$ cat config.mk
export PLATFORM = sky130hd
export DESIGN_NAME = conv_ctrl
export DESIGN_NICKNAME = d
export VERILOG_FILES = /design/src/rtl/conv_ctrl.sv
export SDC_FILE = /design/constraint.sdc
export NUM_CORES = 1
export LEC_CHECK = 0
export CORE_UTILIZATION = 55
export DETAILED_ROUTE_END_ITERATION = 8
export PLACE_DENSITY = 0.9
export RECOVER_POWER = 25
export SYNTH_ARGS = -nofsm -noshare
export SYNTH_HDL_FRONTEND = slang
export SYNTH_SLANG_ARGS = --single-unit
$ cat constraint.sdc
create_clock -name clk -period 4.2 [get_ports clk]
set_input_delay 0.84 -clock clk [delete_from_list [all_inputs] [get_ports clk]]
set_output_delay 0.84 -clock clk [all_outputs]
set_load 0.02 [all_outputs]
$ cat src/rtl/conv_ctrl.sv
`default_nettype none
// ============================================================================
// Module      : conv_ctrl
// Description : Job sequencer for a convolution datapath. It runs one
//               weight-load phase per job, then an ifm-load/compute phase
//               pair for each tile, and finishes with a one-cycle DONE
//               state. It also handles abort and rejects bad configurations.
// Revision    : 1.0 - initial release
// ----------------------------------------------------------------------------
// Parameters
//   CW : width of the phase-length configuration and the phase counter
//   TW : width of the tile count and the tile index
// Ports
//   clk            in   single clock, rising edge
//   rst            in   synchronous active-high reset
//   start          in   job request, sampled only in IDLE
//   abort          in   cancels the job in progress
//   cfg_wht_words  in   weight words per job (0 skips the weight load)
//   cfg_ifm_words  in   ifm words per tile
//   cfg_cmp_cycles in   compute cycles per tile
//   cfg_tiles      in   tiles per job
//   core_state     out  bit0 = ifm read enable, bit1 = wht read enable
//   core_clr       out  one-cycle pulse that clears datapath read pointers
//   busy           out  high in every state except IDLE
//   done           out  one-cycle pulse when a job completes
//   aborted        out  one-cycle pulse when a job is cancelled
//   err            out  one-cycle pulse when a start request is rejected
//   tile_idx       out  0-based index of the current tile
// ============================================================================
module conv_ctrl #(
    parameter int CW = 16,
    parameter int TW = 8
) (
    input  logic          clk,
    input  logic          rst,
    input  logic          start,
    input  logic          abort,
    input  logic [CW-1:0] cfg_wht_words,
    input  logic [CW-1:0] cfg_ifm_words,
    input  logic [CW-1:0] cfg_cmp_cycles,
    input  logic [TW-1:0] cfg_tiles,
    output logic [1:0]    core_state,
    output logic          core_clr,
    output logic          busy,
    output logic          done,
    output logic          aborted,
    output logic          err,
    output logic [TW-1:0] tile_idx
);

    localparam logic [CW-1:0] C_CNT_ONE  = CW'(1);
    localparam logic [TW-1:0] C_TILE_ONE = TW'(1);

    localparam logic [1:0] C_CS_IDLE = 2'b00;
    localparam logic [1:0] C_CS_IFM  = 2'b01;
    localparam logic [1:0] C_CS_WHT  = 2'b10;

    typedef enum logic [2:0] {
        S_IDLE     = 3'd0,
        S_LOAD_WHT = 3'd1,
        S_LOAD_IFM = 3'd2,
        S_COMPUTE  = 3'd3,
        S_DONE     = 3'd4
    } state_t;

    state_t        state;
    logic [CW-1:0] phase_cnt;
    logic [CW-1:0] ifm_words;
    logic [CW-1:0] cmp_cycles;
    logic [TW-1:0] tiles;

    // The weight count is needed only once per job, at the moment the
    // LOAD_WHT phase is entered. The phase counter loads it on the accepting
    // edge, which captures it without a separate register.
    logic cfg_ok;
    assign cfg_ok = (cfg_tiles != '0) && (cfg_ifm_words != '0) && (cfg_cmp_cycles != '0);

    // The phase counter is loaded with (length - 1) on phase entry. A phase
    // ends in the cycle where the counter reads zero, so each phase lasts
    // exactly its configured number of cycles.
    always_ff @(posedge clk) begin
        if (rst) begin
            state      <= S_IDLE;
            phase_cnt  <= '0;
            ifm_words  <= '0;
            cmp_cycles <= '0;
            tiles      <= '0;
            core_state <= C_CS_IDLE;
            core_clr   <= 1'b0;
            busy       <= 1'b0;
            done       <= 1'b0;
            aborted    <= 1'b0;
            err        <= 1'b0;
            tile_idx   <= '0;
        end else begin
            core_clr <= 1'b0;
            done     <= 1'b0;
            aborted  <= 1'b0;
            err      <= 1'b0;

            if (state == S_IDLE) begin
                // abort is ignored here, and tile_idx keeps its last value
                if (start) begin
                    if (cfg_ok) begin
                        ifm_words  <= cfg_ifm_words;
                        cmp_cycles <= cfg_cmp_cycles;
                        tiles      <= cfg_tiles;
                        tile_idx   <= '0;
                        core_clr   <= 1'b1;
                        busy       <= 1'b1;
                        if (cfg_wht_words != '0) begin
                            state      <= S_LOAD_WHT;
                            phase_cnt  <= cfg_wht_words - C_CNT_ONE;
                            core_state <= C_CS_WHT;
                        end else begin
                            state      <= S_LOAD_IFM;
                            phase_cnt  <= cfg_ifm_words - C_CNT_ONE;
                            core_state <= C_CS_IFM;
                        end
                    end else begin
                        err <= 1'b1;
                    end
                end
            end else if (abort) begin
                // abort takes priority over any phase transition, including
                // the final COMPUTE cycle, so done is never raised with it
                state      <= S_IDLE;
                phase_cnt  <= '0;
                core_state <= C_CS_IDLE;
                busy       <= 1'b0;
                aborted    <= 1'b1;
            end else begin
                case (state)
                    S_LOAD_WHT: begin
                        if (phase_cnt == '0) begin
                            state      <= S_LOAD_IFM;
                            phase_cnt  <= ifm_words - C_CNT_ONE;
                            core_state <= C_CS_IFM;
                        end else begin
                            phase_cnt <= phase_cnt - C_CNT_ONE;
                        end
                    end
                    S_LOAD_IFM: begin
                        if (phase_cnt == '0) begin
                            state      <= S_COMPUTE;
                            phase_cnt  <= cmp_cycles - C_CNT_ONE;
                            core_state <= C_CS_IDLE;
                        end else begin
                            phase_cnt <= phase_cnt - C_CNT_ONE;
                        end
                    end
                    S_COMPUTE: begin
                        if (phase_cnt == '0) begin
                            if (tile_idx == tiles - C_TILE_ONE) begin
                                state <= S_DONE;
                                done  <= 1'b1;
                            end else begin
                                state      <= S_LOAD_IFM;
                                tile_idx   <= tile_idx + C_TILE_ONE;
                                phase_cnt  <= ifm_words - C_CNT_ONE;
                                core_state <= C_CS_IFM;
                            end
                        end else begin
                            phase_cnt <= phase_cnt - C_CNT_ONE;
                        end
                    end
                    S_DONE: begin
                        state <= S_IDLE;
                        busy  <= 1'b0;
                    end
                    default: begin
                        state      <= S_IDLE;
                        phase_cnt  <= '0;
                        core_state <= C_CS_IDLE;
                        busy       <= 1'b0;
                    end
                endcase
            end
        end
    end

endmodule
`default_nettype wire
==> results of run 1 <==
## cells by family (layout without fill, tap and decap cells)
kind of cell | count (synthesis) | count (layout)
mux | 44 | 44
buf+inv | 52 | 115
fa+ha+maj | 7 | 7
flops | 74 | 74
simple gates | 248 | 248
compound gates | 152 | 152
xor+xnor | 54 | 54
## area by class of cell
type / instances / area (um^2) / area share (%)
Tap cell: 108 / 135 / 2.26
Inverter: 18 / 67.6 / 1.13
Sequential cell: 74 / 1480 / 24.7
Clock inverter: 1 / 30.0 / 0.502
Clock buffer: 15 / 186 / 3.11
Multi-Input combinational cell: 505 / 3300 / 55.2
Timing Repair Buffer: 81 / 785 / 13.1
## cells in the final DEF, fill, tap and decap left out, types with 25 or more instances in the layout
| cell | n |
|---|---|
| a21oi_1 | 43 |
| nor3_1 | 25 |
| xnor2_1 | 27 |
| nor2_1 | 81 |
| dfxtp_1 | 74 |
| mux2i_1 | 43 |
| xor2_1 | 25 |
| clkdlybuf4s50_1 | 57 |
| nand2_1 | 32 |
| o21ai_0 | 26 |
## worst max-delay path: cells and delay by family
family	cells	cell delay, ns
buf+inv	1	0.51
simple gates	4	1.07
compound gates	6	1.17
fa+ha+maj	1	0.26
## power by group
group | switching (mW) | internal (mW)
Clock | 0.267 | 0.341
Sequential | 0.195 | 0.847
Combinational | 0.945 | 0.698
Total | 1.41 | 1.89
## state kept, by name, summed over array words and instances, names as in the netlist
signal      flops
aborted         1
busy            1
cmp_cycles     16
core_clr        1
core_state      2
done            1
err             1
ifm_words      16
phase_cnt      16
state           3
tile_idx        8
tiles           8
## worst paths after layout
check	startpoint	endpoint	slack (ns)	cells after the start
max	cfg_wht_words[1]	phase_cnt[8]$_SDFFE_PP0P_	0.62	12
min reg2reg	core_state[0]$_SDFFE_PP0P_	core_state[0]$_SDFFE_PP0P_	0.48	2
max reg2reg	tiles[0]$_SDFFE_PP0P_	phase_cnt[10]$_SDFFE_PP0P_	1.05	9
min	core_state[0]$_SDFFE_PP0P_	core_state[0]$_SDFFE_PP0P_	0.48	2
## stage by stage
step           hold slack, ns  setup WS (ns)
6_report                0.479          0.622
3_3_place_gp            0.458          0.514
2_1_floorplan           0.480          0.878
3_5_place_dp            0.474          0.400
5_1_grt                 0.514          0.379
4_1_cts                 0.484          0.741
## layer usage
layer	vias up	share of wire (%)	GRT usage (%)
met5	-	0	0
met4	0	4.7	17.8
met3	53	7.4	4.32
met2	298	47	52.4
met1	2474	41	41.6
li1	2479	-	-
==> flow_results.org, run 1 <==
** Clocking
- Clock latency on the worst-skew pair, taken at its later pin, is 0.36 ns.
- Once the clock tree was built, the setup fixing pass inserted 0 buffers.
- Clock transition at the registers of the reported paths :: 0.08 ns
- Post_cts resized :: 0
- Number of levels in the clock H-tree :: 3
- CTS root buffer :: clkbuf_8
- CTS saw 74 sinks.
- Hold_buf cts :: 0
- CTS tree :: done
- Clock Tree Buf Depth :: 2
- TritonCTS created 9 clock buffers.

** Global routing
- The number of global-route vias before repair was 4974.
- Maximum number of pins on one net before global-route repair :: 59
- The first global-routing pass estimated 24800 um of wire.
- Antenna violations before repair :: 0
- Global routing finished with a remaining overflow of 0.
- Global routing consumed, over all layers together, 32.4% of the routing resources.

** Timing
- Adding up every negative setup slack in the final design gives 0 ns.
- Final count of hold timing violations :: 0
- RSZ-0062 raised after global routing :: no
- Derived from the worst setup path, the maximum achievable clock frequency is 279 MHz.
- Final number of max-transition violations :: 0
- Transition at the pin with the smallest max-transition slack :: 1.06 ns
- The routed design could run at a clock period as short as 3.58 ns.
- On the final layout, the worst clock skew is 0.00926 ns.
- After layout, the worst path uses 85.2% of the clock period.
- Final setup violation count :: 0
- Worst relative slew slack :: 29.4%

** Finish
- Filler Cell Count :: 737
- The post-route netlist has 4.61% of its cells at a drive strength greater than 1.
- From synthesis to final layout, the design area changed by 19.7%.
- Cell area after layout :: 5990 um^2
- Count of antenna diodes in the layout :: 0
- Measured on the finished design, the core utilization comes to 68.3%.
- After the last flow step, the layout net total stands at 756.
- Once layout is complete, the cells apart from fillers number 802.

** Drt
- After detailed routing, the number of remaining DRC violations is 0.
- Summed over all layers, the routed wires come to 15300 um.
- Iter 0 DRT Violations :: 404
- Before antenna repair, the detailed router went through 5 iterations.
- Routed length per placed instance :: 19.0 um
- Post-route ant nets :: 0
- Overall via count from detail_route :: 5304
- Via density per instance :: 6.61

** Pwr
- The design draws 3.29 mW.
- Leakage component of the power :: 2.24 nW
- Power spread over the standard cell area amounts to 550 nW/um^2.
- Maximum ir drop on the vdd rail :: 0.319 mV

** Synth
- Net count after synthesis :: 698
- Summing the areas of all xor and xnor instances in the mapped netlist gives 9.88% of the synthesized area.
- Sequential cells were found to cover 29.6% of the synthesized design area.
- The netlist uses 65 different library cells.
- Post-synthesis area per instance :: 7.93 um^2
- Synthesized flop and latch total :: 74
- Multiplexer share of the synthesized area :: 8.83%
- Adder-cell area share of the yosys netlist :: 1.75%
- Synth Warn # :: 0
- By area the synthesized netlist is led by dfxtp_1 (30%), mux2i_1 (8.6%), nor2_1 (6.1%).
- After synthesis, the share of flip-flops with an asynchronous set or reset is 0%.
- Summing the areas of all compound-gate instances in the mapped netlist gives 20.2% of the synthesized area.
- After synthesis the cells add up to 5000 um^2.
- Cells after Synth :: 631
- By area, the combinational part of the netlist is dominated by simple AND/OR/NAND/NOR gates.
- Most common cell in the netlist :: nor2_1
- After Yosys synthesis, and, or, nand and nor cells account for 25.5% of the synthesized area.
- After synthesis, the largest area contributor takes up 29.6% of total cell area.
- Number of enable flip-flop cells after synthesis :: 0
- By count the netlist is led by nor2_1 (81), dfxtp_1 (74), a21oi_1 (43), mux2i_1 (43), nand2_1 (32).
- Among all flip-flop cells after synthesis, the most frequent one is dfxtp_1.
- Summed over all instances, the cell type with the most area after synthesis is dfxtp_1.

** Worst setup path
- STA puts the critical path data arrival time at 3.86 ns.
- Slowest library cell on the worst path :: clkdlybuf4s50_1
- Cells traversed along the worst timing path :: clkdlybuf4s50_1 -> nor4_1 -> nand2_1 -> nor2_1 -> a21oi_1 -> ha_1 -> nand3_1 -> a21o_1 -> o311ai_0 -> a31oi_1 -> a211oi_1 -> a21oi_1
- Type of element capturing the critical path :: flop
- Type of the setup path with the least slack :: input pin to flop
- Data required time at the worst endpoint :: 4.48 ns
- For this run, the slowest stage of the critical path takes 0.51 ns.
- In this run the worst path has a maximum fanout of 8.
- In this design, the critical path's most frequently occurring cell is a21oi_1.
- Startpoint types :: input pin

** Run status
- The flow ran to the end, and the final reports show no timing, DRC or antenna violations.

** Placed design
- Total placed instance area :: 5790 um^2
- The congestion estimate from routability-driven global placement came to 0.986.
- Detailed placement ended at an HPWL of 11500 um.
- After detailed placement, the design holds a cell count of 786.
- Port-buffer cells :: 74

** Floorplanning
- In this run the vertical extent of the chip is 97.4 um.
- The floorplan step defined a core boundary enclosing 8760 um^2.
- 75 I/O pins were placed.
- The initial utilization of the core area, before any placement, comes to 57.1%.
- The die covers 9480 um^2.
- Row count :: 34
- Die Wd :: 97.4 um

** Flow run
- Count of max-cap constraint violations :: 0

** Worst hold path
- Path class of the lowest-slack min-delay path :: flop to flop
(Power assumes the default switching activity.)
==> run 2: changes to the inputs <==
- CORE_ASPECT_RATIO: unset -> 0.6
- SLEW_MARGIN: unset -> 20
==> run 2 against run 1 <==
  * Power is 10% higher
  * Clock-buffer cell count is 6 lower
  * Clock skew is 0.0033 ns lower
  * Combinational power is 7% higher
  * Maximum frequency is 5.4% lower
  * Cell count is 1.1% higher
  * First-iteration DRC count is 110% higher
  * Clock power is 37% higher
==> flow_results.org, run 2 (same netlist as run 1, synthesis figures left out) <==
** Run status
- Outcome :: finished, final reports clean (unchanged)

** Finish
- The filler cell count is 658 (was 737).
- Fin nets :: 760 (was 756)
- The growth of design area from synthesis to finish was 23.0% (was 19.7%).
- Largest registers :: cmp_cycles x16, ifm_words x16, phase_cnt x16 (unchanged)
- Commonest non-fill, non-tap cells in the layout :: nor2_1 (81), dfxtp_1 (74), clkdlybuf4s50_1 (56) (was nor2_1 (81), dfxtp_1 (74), clkdlybuf4s50_1 (57))
- The combined area of the multi-input logic cells came to 3300 um^2 (unchanged).
- The total area of sequential cells came to 1480 um^2 (unchanged).
- The leading cell type in the layout, fill and taps excluded was nor2_1 (unchanged).
- The fraction of final layout cells with drive strength greater than 1 is 5.44% (was 4.61%).

** Worst setup path
- Cells traversed along the worst timing path: dlygate4sd3_1 -> nor4_1 -> nand2_1 -> nor4_1 -> clkbuf_1 -> nor3_1 -> o22ai_1 -> mux2i_1 -> nor2_1 (was clkdlybuf4s50_1 -> nor4_1 -> nand2_1 -> nor2_1 -> a21oi_1 -> ha_1 -> nand3_1 -> a21o_1 -> o311ai_0 -> a31oi_1 -> a211oi_1 -> a21oi_1).
- Maximum single-stage delay on the critical path :: 0.68 ns (was 0.51 ns)
- Worst-case register-to-register setup slack :: 1.14 ns (was 1.05 ns)
- Kind of cell with the highest combined delay on the critical path :: simple AND/OR/NAND/NOR gates (was compound AO/OA/AOI/OAI gates)
- The worst path buffer plus inverter count is 2 (was 1).
- The critical-path cell with the highest stage delay was nor4_1 (was clkdlybuf4s50_1).
- The critical register-to-register path startpoint was tiles[0]$_SDFFE_PP0P_ (unchanged).
- Data arrival time of the worst path :: 3.98 ns (was 3.86 ns)
- The endpoint of the lowest-slack register-to-register path was phase_cnt[6]$_SDFFE_PP0P_ (was phase_cnt[10]$_SDFFE_PP0P_).
- Data required time at the worst endpoint :: 4.40 ns (was 4.48 ns)
- The critical setup path kind is input pin to flop (unchanged).
- Most Frequent Cell on Critical Path :: nor4_1 (was a21oi_1)
- The worst reg-to-reg path cell count was 10 (was 9).
- Biggest fanout along the worst timing path :: 7 (was 8)
- Startpoint types :: input pin (unchanged)
- The capturing element type of the critical path is a flop (unchanged).

** Drt
- The detailed-route wire length is 16800 um (was 15300 um).
- Post-route ant nets :: 0 (unchanged)
- Iter 0 DRT Violations :: 856 (was 404)
- The detailed-route via count is 5429 (was 5304).
- Routed length per placed instance :: 20.8 um (was 19.0 um)
- # DRC :: 0 (unchanged)
- First-pass detailed-route iteration total :: 7 (was 5)
- The routed via count divided by cell count came to 6.69 (was 6.61).

** Global routing
- Antenna violations before repair :: 1 (was 0)
- Global Route Usage Sum :: 35.6% (was 32.4%)
- Gr ovfl total :: 0 (unchanged)
- The number of global-route vias before repair came to 4614 (was 4974).
- The wire length of the first global-routing pass came to 25500 um (was 24800 um).
- Maximum number of pins on one net before global-route repair :: 59 (unchanged)

** Pwr
- The power per standard cell area came to 591 nW/um^2 (was 550 nW/um^2).
- The overall power of the completed layout was 3.63 mW (was 3.29 mW).
- Leakage component of the power :: 2.32 nW (was 2.24 nW)
- Maximum ir drop on the vdd rail :: 0.339 mV (was 0.319 mV)

** Timing
- Final setup violation count :: 0 (unchanged)
- The max-slew violation total from the final report is 0 (unchanged).
- The highest clock frequency the design can meet is 264 MHz (was 279 MHz).
- The final critical-path share of the clock period came to 90.1% (was 85.2%).
- The relative slew slack came to 30.8% (was 29.4%).
- Crit path time final :: 3.78 ns (was 3.58 ns)
- RSZ-0062 raised after global routing: no (unchanged).
- Fin Clk Skew :: 0.00593 ns (was 0.00926 ns)
- The final-report hold violation count came to 0 (unchanged).
- Setup TNS after final layout :: 0 ns (unchanged)
- The smallest hold slack was 0.481 ns (was 0.479 ns).
- Transition at the pin with the smallest max-transition slack :: 1.04 ns (was 1.06 ns)

** Floorplanning
- Die Wd :: 125 um (was 97.4 um)
- The standard-cell row count is 26 (was 34).
- Placeable core region :: 8650 um^2 (was 8760 um^2)
- Top-level port count :: 75 (unchanged)
- Effective utilization at floorplan :: 57.8% (was 57.1%)
- The area of the die is 9490 um^2 (was 9480 um^2).
- The die extent in y was 75.9 um (was 97.4 um).

** Clocking
- Clock buffer count from CTS :: 9 (unchanged)
- Clock Tree Buf Depth :: 2 (unchanged)
- Clock transition at the registers of the reported paths :: 0.07 ns (was 0.08 ns)
- Post_cts resized :: 0 (unchanged)
- CTS tree :: done (unchanged)
- The root buffer cell is clkbuf_16 (was clkbuf_8).
- The level count of the clock H-tree was 3 (unchanged).
- Hold_buf cts :: 0 (unchanged)
- The CTS sink count came to 74 (unchanged).
- Clock latency on the worst-skew pair :: 0.34 ns (was 0.36 ns)
- Total setup buffers inserted after CTS :: 0 (unchanged)

** Worst hold path
- The worst hold path cell count came to 2 (unchanged).
- The worst hold endpoint was core_state[0]$_SDFFE_PP0P_ (unchanged).
- The path category of the worst min-delay check is flop to flop (unchanged).
- The startpoint of the tightest hold check path was core_state[0]$_SDFFE_PP0P_ (unchanged).

** Placed design
- The global placement routability congestion was 0.980 (was 0.986).
- Port-buffer cells :: 74 (unchanged)
- The estimated wirelength of the detail-placed design is 12700 um (was 11500 um).

** Flow run
- The reported max-cap violation count came to 0 (unchanged).
[run 2: cell count changes in the layout (fill, tap and decap cells not counted), moves of 2 or more]
cell       delta
buf_12        +2
inv_8         +4
clkbuf_8     -13
clkbuf_16     +9
buf_4         +2
clkbuf_1      -2
[run 2: report_power, final]
part	internal, mW	switching, mW
Sequential	0.848	0.199
Combinational	0.717	1.04
Clock	0.480	0.349
[run 2: layout make-up]
cell class / instances / share of cell area [%]
Timing Repair Buffer: 85 / 13.6
Tap cell: 112 / 2.28
Antenna cell: 1 / 0.0407
Clock inverter: 7 / 1.51
Sequential cell: 74 / 24.1
Inverter: 18 / 1.10
Clock buffer: 9 / 3.66
Multi-Input combinational cell: 505 / 53.7
[run 2: how the worst max path moves through the flow]
stage | startpoint | end | slack [ns] | depth (start not counted)
after floorplan | cfg_wht_words[7] | phase_cnt[14]$_SDFFE_PP0P_ | 0.88 | 12
after detailed placement | cfg_ifm_words[9] | state[0]$_SDFFE_PP0P_ | 0.35 | 9
after global placement | cfg_ifm_words[9] | state[0]$_SDFFE_PP0P_ | 0.17 | 9
final | cfg_ifm_words[9] | state[0]$_SDFFE_PP0P_ | 0.42 | 9
after CTS | cfg_ifm_words[9] | state[0]$_SDFFE_PP0P_ | 0.69 | 9
after global routing | cfg_ifm_words[9] | phase_cnt[4]$_SDFFE_PP0P_ | 0.30 | 10
[run 2: per-stage QoR]
step	util [%]	setup WS [ns]	area (um^2)	std cells
3_3_place_gp	67.6	0.169	5850	794
5_1_grt	71.1	0.298	6150	810
3_5_place_dp	67.6	0.348	5850	794
6_report	71.1	0.417	6150	811
4_1_cts	71.2	0.691	6160	810
2_1_floorplan	-	0.878	5000	631
[run 2: metal layers]
metal	GRT usage, %	part of all wire (%)	up-vias
met3	10.4	13	15
met2	48.6	40	345
met4	7.18	0.73	0
met5	0	0	-
met1	54.0	46	2563
li1	-	-	2506
[run 2: worst min-delay path, cell delays in order (launching register included)]
cell and delay (ns):
dfxtp_1 0.31, o31ai_1 0.06, a21oi_1 0.06
==> edit 1 (flow settings as in run 2) <==
Re-encode `state_t` (5 states) as one-hot, 5 bits wide.
--- a/src/rtl/conv_ctrl.sv
+++ b/src/rtl/conv_ctrl.sv
@@ -55,12 +55,12 @@
     localparam logic [1:0] C_CS_IFM  = 2'b01;
     localparam logic [1:0] C_CS_WHT  = 2'b10;
 
-    typedef enum logic [2:0] {
-        S_IDLE     = 3'd0,
-        S_LOAD_WHT = 3'd1,
-        S_LOAD_IFM = 3'd2,
-        S_COMPUTE  = 3'd3,
-        S_DONE     = 3'd4
+    typedef enum logic [4:0] {
+        S_IDLE     = 5'b00001,
+        S_LOAD_WHT = 5'b00010,
+        S_LOAD_IFM = 5'b00100,
+        S_COMPUTE  = 5'b01000,
+        S_DONE     = 5'b10000
     } state_t;
 
     state_t        state;
Check against the original RTL: same outputs for any inputs over 10 cycles, from zero or initial values and one cycle with rst high; not proved beyond that.
==> edit 1 against run 2 <==
  * The run now ends with max-capacitance violations, max-slew violations left
  * Sequential cell count increased by 2
  * Area after synthesis increased by 2.1%
  * Cell area increased by 3.3%
  * Setup slack about the same
  * Wire length increased by 6.0%
  * Highest routed layer is now met5
Power is not compared: it rests on default switching activity, and its combinational part moved more than twofold at a synthesized area within 25%.
==> edit 1: results (changes against run 2) <==
[status]
status=finished with violations
violations=max-capacitance violations, max-slew violations

[synth]
synth_fa_ha_area_share_pct=1.716  ; -0.035 points
synth_common_cells=nor2_1 (101), dfxtp_1 (76), mux2i_1 (41)
ys_seq_area_share_pct=29.80  ; +0.19 points
synthTopCellsByArea=dfxtp_1 (30%), mux2i_1 (8.0%), nor2_1 (7.4%)
synth_cell_type_count=67  ; +3.1%
avgSynthCellArea_um2=8.090  ; +2.1%
synth_xor_xnor_area_share_pct=10.81  ; +0.93 points

[placed_design]
dp.cells=815  ; +2.6%
place_ws_ns=0.1884  ; -0.1593 ns
postPlaceCellArea_um2=6081  ; +4.0%
place.gp.congestion=1.029  ; +5.0%
dp_hpwl_um=13520  ; +6.7%

[global_routing]
grt_pass1_wl_um=28160  ; +11%
grtUsageMet3_pct=16.92  ; +6.5 points
use_met2_pct=51.93  ; +3.3 points
grt_start_max_net_pins=52  ; -12%
grt_pass1_vias=5139  ; +11%
grtUsageMet1_pct=53.34  ; -0.67 points

[drt]
first_iter_violations=830  ; -3.0%
firstDrtPassIters=5  ; -2
dr.max_layer_used=met5
vias=5483  ; +0.99%
met1_length_um=7967  ; +1.8%
wl_per_cell_um=21.47  ; +3.5%
wl_met2_um=7202  ; +6.5%
wl_met3_um=2341  ; +11%

[run]
drv_cap=1  ; +1

[sta]
tightest_slew_ns=2.284  ; +1.246 ns
timing.hold.ws_ns=0.4743  ; -0.006442 ns
worst_slack_ns=0.4165  ; -0.0001600 ns
skew_ns=0.005331  ; -0.0006016 ns
slew_viol_final=52  ; +52

[worst_setup_path]
cp-startpoint=cfg_wht_words[5]
timing.rr.start=cmp_cycles[0]
reg2reg_depth=9  ; -1
rrSetupSlack_ns=0.93  ; -0.21 ns
cpMaxStageDelayCell=clkdlybuf4s50_1
arrival_ns=3.91  ; -0.07 ns
cp_max_fo=6  ; -1
crit_family=compound AO/OA/AOI/OAI gates

[clocking]
cts_buffers=9  ; unchanged

[worst_hold_path]
hp-start=core_state[1]
worstHoldEndpoint=core_state[1]

[final_layout]
antenna_cells=0  ; -1
layout-drive-gt1-share_pct=9.179  ; +3.7 points
fillers=663  ; +0.76%
fin_nets=781  ; +2.8%
final_cells=831  ; +2.5%

[edit 1: cell count changes after synthesis, moves of 5 or more]
cell	delta
o311ai_0	-5
clkbuf_1	-8
xnor2_1	+8
nor3b_1	+6
nand3_1	+6
a31oi_1	-7
or4_1	-7
a311oi_1	+9
a22oi_1	-5
o21ai_0	-10
nor2_1	+20
or3_1	-15
[edit 1: layout make-up]
class | count | area (um^2) | share of cell area [%]
inverter | 14 | 52.55 | 0.8273
tap | 112 | 140.1 | 2.206
clock inverter | 7 | 57.56 | 0.9060
multi-input combinational | 512 | 3406 | 53.61
clock buffer | 9 | 225.2 | 3.545
timing repair buffer | 101 | 949.7 | 14.95
sequential | 76 | 1521 | 23.95
[edit 1: power groups by stage]
stage | logic (mW) | clock network, mW | registers [mW]
floorplan | 0.446 | 0 | 0.853
global placement | 0.643 | 0 | 0.864
detailed placement | 0.660 | 0 | 0.870
CTS | 0.670 | 0.747 | 0.855
global route | 0.737 | 0.782 | 0.865
finish | 0.687 | 0.753 | 0.860
==> edit 2 (settings of run 2) <==
Without the edit above. `CW`: 16 -> 32.
--- a/src/rtl/conv_ctrl.sv
+++ b/src/rtl/conv_ctrl.sv
@@ -28,7 +28,7 @@
 //   tile_idx       out  0-based index of the current tile
 // ============================================================================
 module conv_ctrl #(
-    parameter int CW = 16,
+    parameter int CW = 32,
     parameter int TW = 8
 ) (
     input  logic          clk,
Ports: changed (resized cfg_cmp_cycles, cfg_ifm_words and cfg_wht_words); port bits go from 75 to 123. No check against the original RTL was run, so the function may have changed too.
==> edit 2 against run 2 <==
  * Via count is 93% higher
  * Cell area increased by 89%
  * Sequential cell count rose by 48
  * Area after synthesis is 80% higher
  * Synthesized cell count is 85% higher
  * Register-to-register slack worse by 0.34 ns
  * Total power is 58% higher
  * Wire length grew 97%
  * Count of clock-buffer cells in the layout up 11
  * Setup slack worse by 0.21 ns
  * Critical path type unchanged
==> edit 2: results (changes against run 2) <==
[drt]
vias=10460  ; +93%
first_iter_violations=1513  ; +77%
firstDrtPassIters=6  ; -1
drt_wl_total_um=33200  ; +97%

[synth]
synth_flop_cell=dfxtp_1
ys_seq_area_share_pct=27.15  ; -2.5 points
ys_warn_count=0  ; unchanged
synthTopCellsByArea=dfxtp_1 (27%), mux2i_1 (8.9%), nor2_1 (7.8%)
synth_common_cells=nor2_1 (187), dfxtp_1 (122), mux2i_1 (80)
async_reset_ff_share_pct=0  ; unchanged
syn_nets=1281  ; +84%
synth_cell_type_count=73  ; +12%

[placed_design]
dp_hpwl_um=24890  ; +96%
place.gp.congestion=0.9879  ; +0.81%
place.port_buffers=122  ; +65%

[worst_setup_path]
arrival_ns=4.27  ; +0.29 ns
cp_max_fo=13  ; +6
reg2reg_depth=8  ; -2

[clocking]
clock_latency_ns=0.43  ; +0.09 ns
cts_buffers=17  ; +8
htreeDepth=4  ; +1
cts_resized=0  ; unchanged
clk_path_buf_depth=2  ; unchanged
clk_pin_slew_ns=0.05  ; -0.02 ns
cts_root_buffer=clkbuf_16
post_cts_buffers=0  ; unchanged

[global_routing]
grt_start_max_net_pins=77  ; +31%
grt_pass1_vias=9579  ; +110%
track_usage_pct=39.52  ; +4.0 points
antenna_found_initial=0  ; -1
grt_pass1_wl_um=51990  ; +100%

[sta]
tightest_slew_ns=1.201  ; +0.1626 ns
skew_ns=0.01390  ; +0.007971 ns
slew_viol_final=0  ; unchanged

[power_and_ir_drop]
p_comb_mw=2.56  ; +45%
powerClk_mw=1.52  ; +83%
power_leakage_nw=4.471  ; +93%
seq_power_mw=1.65  ; +57%
ir_drop_v=0.0003034  ; -10%
p_switching_mw=2.409  ; +52%

[worst_hold_path]
hold_depth=2  ; unchanged
holdCritPathClass=register to register

[final_layout]
reg_top3=cmp_cycles x32, ifm_words x32, phase_cnt x32
layout-drive-gt1-share_pct=12.29  ; +6.8 points
fin_nets=1462  ; +92%
fillers=1223  ; +86%
antenna_cells=0  ; -1

[status]
status=complete, no violations

edit 2: metal layers:
metal | routed length (um) | vias to the layer above | global-route usage [%]
met4 | 1034 | 0 | 14.03
met3 | 4950 | 100 | 14.53
met5 | 0 | - | 0
met1 | 13730 | 4868 | 53.03
li1 | - | 4747 | -
met2 | 13480 | 746 | 57.84
edit 2: kinds of logic after synthesis:
kind of cell,count (synthesis),synth area share (%)
buf+inv,77,3.977
xor+xnor,104,10.12
fa+ha+maj,7,0.9734
compound gates,245,18.20
flops,122,27.15
mux,81,9.025
simple gates,530,30.55
edit 2: final cells by class:
class,count,area [um^2],share of cell area [%]
inverter,15,56.30,0.4854
tap,203,254.0,2.190
clock buffer,20,456.7,3.937
timing repair buffer,224,2004,17.28
sequential,122,2442,21.06
clock inverter,11,145.1,1.251
multi-input combinational,967,6240,53.80
edit 2: worst max-delay path, cell delays in order:
cell and delay, ns:
clkdlybuf4s50_1 0.55, nor4_1 0.07, clkbuf_1 0.18, nand4_1 0.29
clkbuf_4 0.20, nor4_1 0.05, clkbuf_1 0.20, nor3_2 1.00
clkbuf_2 0.55, mux2i_1 0.28, nor2_1 0.06
edit 2: through the flow:
stage | setup WS (ns) | hold WS, ns | area (um^2) | std cells
floorplan | 0.06207 | 0.4807 | 9001 | 1166
global placement | -0.2434 | 0.4665 | 11000 | 1531
detailed placement | -0.3900 | 0.4823 | 11010 | 1531
CTS | 0.01393 | 0.4891 | 11610 | 1562
global route | 0.04547 | 0.5561 | 11600 | 1562
finish | 0.2044 | 0.4927 | 11600 | 1562
edit 2: final timing paths:
kind	end	start	slack (ns)
setup reg to reg	phase_cnt[30]	phase_cnt[23]	0.80
setup / recovery	ifm_words[30]	cfg_ifm_words[8]	0.20
hold / removal	core_state[1]	core_state[1]	0.49
hold reg to reg	core_state[1]	core_state[1]	0.49
